--- src/rtl/mul_pipe_if.sv ---
// Handshake bundle for mul_pipe: operation request on the input side and
// tagged result on the output side, plus flush and busy.
interface mul_pipe_if #(
    parameter int XLEN  = 32,
    parameter int TAG_W = 5
);
    logic             flush;
    logic             in_valid;
    logic             in_ready;
    logic [2:0]       funct3;
    logic [XLEN-1:0]  a;
    logic [XLEN-1:0]  b;
    logic [TAG_W-1:0] in_tag;
    logic             out_valid;
    logic             out_ready;
    logic [XLEN-1:0]  result;
    logic [TAG_W-1:0] out_tag;
    logic             out_illegal;
    logic             busy;

    modport master (
        output flush, in_valid, funct3, a, b, in_tag, out_ready,
        input  in_ready, out_valid, result, out_tag, out_illegal, busy
    );

    modport slave (
        input  flush, in_valid, funct3, a, b, in_tag, out_ready,
        output in_ready, out_valid, result, out_tag, out_illegal, busy
    );
endinterface

--- src/rtl/mul_pipe.sv ---
// Pipelined RISC-V M-extension multiplier (MUL/MULH/MULHSU/MULHU) with a
// global stall, synchronous flush and a tag carried alongside each operation.
module mul_pipe #(
    parameter int XLEN   = 32,
    parameter int STAGES = 3,
    parameter int TAG_W  = 5
) (
    input  logic       clk,
    input  logic       reset,
    mul_pipe_if.slave  bus
);
    localparam int DW = 2 * XLEN;
    // Stage 1 registers raw operands when there is room, so the multiplier
    // sits between two registers instead of hanging off the input pins.
    localparam int MUL_ST = (STAGES > 1) ? 2 : 1;

    function automatic logic [XLEN-1:0] mul_sel(
        input logic [XLEN-1:0] op_a,
        input logic [XLEN-1:0] op_b,
        input logic [2:0]      f3
    );
        logic          a_sgn;
        logic          b_sgn;
        logic [DW+1:0] a_ext;
        logic [DW+1:0] b_ext;
        logic [DW+1:0] prod;
        a_sgn = ((f3[1:0] == 2'b01) || (f3[1:0] == 2'b10)) && op_a[XLEN-1];
        b_sgn = (f3[1:0] == 2'b01) && op_b[XLEN-1];
        a_ext = {{(XLEN+2){a_sgn}}, op_a};
        b_ext = {{(XLEN+2){b_sgn}}, op_b};
        prod  = a_ext * b_ext;
        if (f3[2])
            mul_sel = '0;
        else if (f3[1:0] == 2'b00)
            mul_sel = prod[XLEN-1:0];
        else
            mul_sel = prod[DW-1:XLEN];
    endfunction

    logic [STAGES:1]             vld_pipe;
    logic [STAGES:1][2:0]        f3_pipe;
    logic [STAGES:1][TAG_W-1:0]  tag_pipe;
    logic [STAGES:1][DW-1:0]     dat_pipe;

    logic [STAGES:1]             nxt_vld;
    logic [STAGES:1][2:0]        nxt_f3;
    logic [STAGES:1][TAG_W-1:0]  nxt_tag;
    logic [STAGES:1][DW-1:0]     nxt_dat;

    logic stall;
    logic in_rdy;
    logic accept;

    assign stall  = vld_pipe[STAGES] && !bus.out_ready;
    assign in_rdy = !stall && !bus.flush;
    assign accept = bus.in_valid && in_rdy;

    always_comb begin
        nxt_vld = '0;
        nxt_f3  = '0;
        nxt_tag = '0;
        nxt_dat = '0;

        nxt_vld[1] = accept;
        nxt_f3[1]  = bus.funct3;
        nxt_tag[1] = bus.in_tag;
        if (MUL_ST == 1)
            nxt_dat[1] = DW'(mul_sel(bus.a, bus.b, bus.funct3));
        else
            nxt_dat[1] = {bus.a, bus.b};

        for (int s = 2; s <= STAGES; s++) begin
            nxt_vld[s] = vld_pipe[s-1];
            nxt_f3[s]  = f3_pipe[s-1];
            nxt_tag[s] = tag_pipe[s-1];
            if (s == MUL_ST)
                nxt_dat[s] = DW'(mul_sel(dat_pipe[s-1][DW-1:XLEN],
                                         dat_pipe[s-1][XLEN-1:0],
                                         f3_pipe[s-1]));
            else
                nxt_dat[s] = dat_pipe[s-1];
        end
    end

    // The whole pipe advances or freezes as one; bubbles keep their slot.
    always_ff @(posedge clk or posedge reset) begin
        if (reset) begin
            vld_pipe <= '0;
            f3_pipe  <= '0;
            tag_pipe <= '0;
            dat_pipe <= '0;
        end else if (bus.flush) begin
            vld_pipe <= '0;
        end else if (!stall) begin
            vld_pipe <= nxt_vld;
            f3_pipe  <= nxt_f3;
            tag_pipe <= nxt_tag;
            dat_pipe <= nxt_dat;
        end
    end

    // Past the multiply stage only the low half carries the selected result.
    logic unused_hi;
    assign unused_hi = ^dat_pipe[STAGES][DW-1:XLEN];

    assign bus.in_ready    = in_rdy;
    assign bus.out_valid   = vld_pipe[STAGES];
    assign bus.result      = dat_pipe[STAGES][XLEN-1:0];
    assign bus.out_tag     = tag_pipe[STAGES];
    assign bus.out_illegal = vld_pipe[STAGES] && f3_pipe[STAGES][2];
    assign bus.busy        = |vld_pipe;
endmodule

--- src/flat_wrapper.sv ---
// flat-port wrapper written by rule: the top's interface ports become plain ports
module mul_pipe_flat 
#(
    parameter int XLEN   = 32,
    parameter int STAGES = 3,
    parameter int TAG_W  = 5
)
  (clk, reset, bus_flush, bus_in_valid, bus_funct3, bus_a, bus_b, bus_in_tag, bus_out_ready, bus_in_ready, bus_out_valid, bus_result, bus_out_tag, bus_out_illegal, bus_busy);
  mul_pipe_if #(.XLEN(XLEN), .TAG_W(TAG_W)) bus_i ();
  input  logic clk;
  input  logic reset;
  input wire logic [$bits(bus_i.flush)-1:0] bus_flush;
  input wire logic [$bits(bus_i.in_valid)-1:0] bus_in_valid;
  input wire logic [$bits(bus_i.funct3)-1:0] bus_funct3;
  input wire logic [$bits(bus_i.a)-1:0] bus_a;
  input wire logic [$bits(bus_i.b)-1:0] bus_b;
  input wire logic [$bits(bus_i.in_tag)-1:0] bus_in_tag;
  input wire logic [$bits(bus_i.out_ready)-1:0] bus_out_ready;
  output wire logic [$bits(bus_i.in_ready)-1:0] bus_in_ready;
  output wire logic [$bits(bus_i.out_valid)-1:0] bus_out_valid;
  output wire logic [$bits(bus_i.result)-1:0] bus_result;
  output wire logic [$bits(bus_i.out_tag)-1:0] bus_out_tag;
  output wire logic [$bits(bus_i.out_illegal)-1:0] bus_out_illegal;
  output wire logic [$bits(bus_i.busy)-1:0] bus_busy;
  assign bus_i.flush = bus_flush;
  assign bus_i.in_valid = bus_in_valid;
  assign bus_i.funct3 = bus_funct3;
  assign bus_i.a = bus_a;
  assign bus_i.b = bus_b;
  assign bus_i.in_tag = bus_in_tag;
  assign bus_i.out_ready = bus_out_ready;
  assign bus_in_ready = bus_i.in_ready;
  assign bus_out_valid = bus_i.out_valid;
  assign bus_result = bus_i.result;
  assign bus_out_tag = bus_i.out_tag;
  assign bus_out_illegal = bus_i.out_illegal;
  assign bus_busy = bus_i.busy;
  mul_pipe #(.XLEN(XLEN), .STAGES(STAGES), .TAG_W(TAG_W)) u_core (.clk(clk), .reset(reset), .bus(bus_i));
endmodule
--- config.mk ---
export PLATFORM = sky130hd
export DESIGN_NAME = mul_pipe_flat
export DESIGN_NICKNAME = d
export VERILOG_FILES = /design/src/rtl/mul_pipe_if.sv /design/src/rtl/mul_pipe.sv /design/src/flat_wrapper.sv
export SDC_FILE = /design/constraint.sdc
export NUM_CORES = 2
export LEC_CHECK = 0
export BUFFER_PORTS_ARGS = -buffer_cell sky130_fd_sc_hd__buf_2
export CAP_MARGIN = 20
export CORE_UTILIZATION = 40
export CTS_CLUSTER_SIZE = 28
export DETAILED_ROUTE_END_ITERATION = 8
export SLEW_MARGIN = 20
export SYNTH_ARGS = -nofsm -noshare
export SYNTH_HDL_FRONTEND = slang
export SYNTH_SLANG_ARGS = --single-unit
--- constraint.sdc ---
create_clock -name clk -period 11.54 [get_ports clk]
set_input_delay 0 -clock clk [delete_from_list [all_inputs] [get_ports clk]]
set_output_delay 0 -clock clk [all_outputs]
set_load 0.02 [all_outputs]
==> summary.txt <==
Outcome
  – Status: complete, no violations

Yosys
  – Asr flop ratio synth: 1.00
  – Synth area leader: fa_1
  – Synth warn: 0
  – Post-synth EDFFs: 0
  – Top cells by count, synth: 1,195 x inv_1, 1,158 x nand2_1, 1,125 x fa_1, 277 x and2_1, 256 x clkbuf_1
  – Yosys top cell area share: 0.510
  – Most common cell in the synthesized netlist: inv_1
  – Syn avg cell area: 8.95 um^2
  – Leading post-synthesis cells by cell area: fa_1 51%, inv_1 10%, nand2_1 9.8%
  – Sequential area share after synthesis: 0.0856
  – Top_reg_cell synth: dfrtp_1
  – Flops & latches, synth: 151
  – Mapped Area: 44,200 um^2
  – Post-Syn Nets: 6,350
  – Cells after synthesis: 4,934
  – Post-synth cell types: 65

Worst setup path
  – CP max stage delay: approximately 870 ps
  – Critical path type: reg -> reg
  – Critical Path RT: 11,920 ps
  – CP max-delay cell: fa_1
  – Crit-path leading delay family: adder cells
  – Worst-path maximum fanout: 18
  – CP arrival: 10,070 ps
  – Critical Path Start Type: flip-flop
  – WP buf/inv: 8
  – Critical path capture point type: flip-flop

Final layout
  – Area delta synth->final: 6.85%
  – Filler cells: roughly 11,000
  – Layout Nets: 6,319
  – Design area: around 47,000 um^2
  – Layout cells sized above 1: 0.0527

Drt
  – DRC: 0
  – Pre-antenna DRT Iters: 7
  – WL/cell: 18.4 um
  – Vias per std cell: between 4 and 5
  – Post-DRT Antenna Nets: 0
  – Initial DRC Count: between 1,500 and 2,000
  – Drt total wl: 118 mm
  – Vias: 31,800

STA
  – Maximum clock rate: 0.103 GHz
  – RSZ-0062 raised after global routing: no
  – Tcrit/Tclk final: 0.840
  – Final Slew Violations: 0
  – Final setup TNS: 0 ps
  – Hold Violations, Final: 0
  – Slew @ Worst Pin: 1150 ps
  – Final setup vio count: 0
  – Headroom to the max-slew limit: 0.231
  – Clock skew: 23.8 ps
  – Final min period: 9700 ps

Floorplan
  – I/O pin cnt: between 100 and 150
  – Total Die Area: 112,000 um^2
  – Die X-Extent: 334 um
  – Row cnt: 121
  – Core area: 109,000 um^2
  – Die height: approximately 330 um
  – Initial Util: 0.405

Placement
  – Final GP Congestion: slightly above 0.9
  – Area after DPL: 45,800 um^2
  – Hpwl dp: 94.0 mm
  – Port bufs: 117

Global routing
  – First-pass GRT wire length: 194 mm
  – Initial antenna violation count: 3
  – Vias in the first global route: 34,400
  – GRT Total Usage: 0.223
  – Largest net degree at the start of global routing: 82
  – Congestion Overflow GR: 0

Clocking
  – Clock-pin slew on the worst setup and hold paths: 80 ps
  – CTS sink count: 151
  – # resized after CTS: 0
  – Root Driver: clkbuf_16
  – TritonCTS clock tree: built
  – Clock buffer depth: 2
  – Skew-Pair Late Insertion Delay: ~500 ps
  – CTS H-tree depth: 4
  – CTS Buf Count: 17

Min path
  – Hold Path Class: in -> async

Job
  – Max-cap violation count: 0
[per-layer routing]
metal	GRT usage	vias to the layer above	share of wire
met4	0.0493	0	0.021
met1	0.304	16800	0.43
li1	-	14000	-
met5	0	-	0
met3	0.0224	160	0.052
met2	0.384	902	0.50
[final cells by class]
class,count,area (um^2),share of cell area
tap,1476,1850,0.0391
antenna,1,2.50,0.0000530
clock inverter,15,201,0.00427
timing repair buffer,261,1870,0.0396
clock buffer,17,425,0.00902
sequential,151,3790,0.0803
inverter,1195,4490,0.0952
multi-input combinational,3277,34600,0.732
[metrics by stage]
| step | util | hold WS [ps] | cells | worst slack, ps |
|---|---|---|---|---|
| 6_report | 0.432 | 203 | 6393 | 1840 |
| 3_5_place_dp | 0.419 | 193 | 6281 | 1860 |
| 3_3_place_gp | 0.419 | 189 | 6281 | 2070 |
| 2_1_floorplan | - | 66.4 | 4934 | 3410 |
| 5_1_grt | 0.432 | 224 | 6392 | 1170 |
| 4_1_cts | 0.432 | 188 | 6391 | 1820 |
[final timing paths]
kind                                        start                   to  slack [ps]  cells past startpoint
worst max-delay path            u_core.f3_pipe[0]  u_core.dat_pipe[93]        1840                     29
worst min-delay path                        reset  u_core.dat_pipe[33]         200                      3
worst max register to register  u_core.f3_pipe[0]  u_core.dat_pipe[93]        1840                     29
worst min register to register  u_core.nxt_tag[9]   u_core.nxt_tag[14]         470                      2
max in group asynchronous                   reset  u_core.dat_pipe[10]        9730                      4
min in group clk                        bus_a[20]  u_core.dat_pipe[52]         220                      4
[kinds of logic after synthesis]
| family | Yosys count | synth area share |
|---|---|---|
| fa+ha+maj | 1339 | 0.571 |
| xor+xnor | 74 | 0.0147 |
| compound gates | 245 | 0.0370 |
| mux | 8 | 0.00184 |
| simple gates | 1611 | 0.158 |
| flops | 151 | 0.0856 |
| buf+inv | 1506 | 0.132 |
[what timing repair did]
| action | CTS | global route |
|---|---|---|
| endpoints found under the hold margin | 152 | 0 |
| hold buffers | 78 | 0 |
| setup buffers | 0 | 0 |
[worst reg2reg max path: cells and delay by family, from the launching register on]
kind / cells / cell delay (ps)
simple gates: 4 / 1200
flops: 1 / 350
compound gates: 7 / 1450
buf+inv: 8 / 1140
fa+ha+maj: 10 / 5460
[placed cells by master, fill, tap and decap left out, drive strengths merged, types with 10 or more instances in the layout]
master,Yosys,final
inv,1195,1203
nand2,1158,1158
fa,1125,1125
and2,277,277
ha,214,214
buf,54,183
dfrtp,151,151
dlygate4sd3,0,78
nor2,71,71
a21oi,64,64
o21ai,63,63
xnor2,45,45
xor2,29,29
and3,29,29
a21o,28,28
a22oi,22,22
clkbuf,257,17
a31oi,16,16
nand4,15,15
nand3,13,13
or2,13,13
nor2b,11,11
nor3,10,10
[registers in the layout, summed over array words and instances (netlist names)]
register            count
u_core.nxt_tag         10
u_core.bus.result      32
u_core.vld_pipe         3
u_core.dat_pipe        96
u_core.bus.out_tag      5
u_core.f3_pipe          5
Power is left out: the tool's default activity adds up to more than one toggle a clock period on the data nets, which glitch-free logic cannot reach.
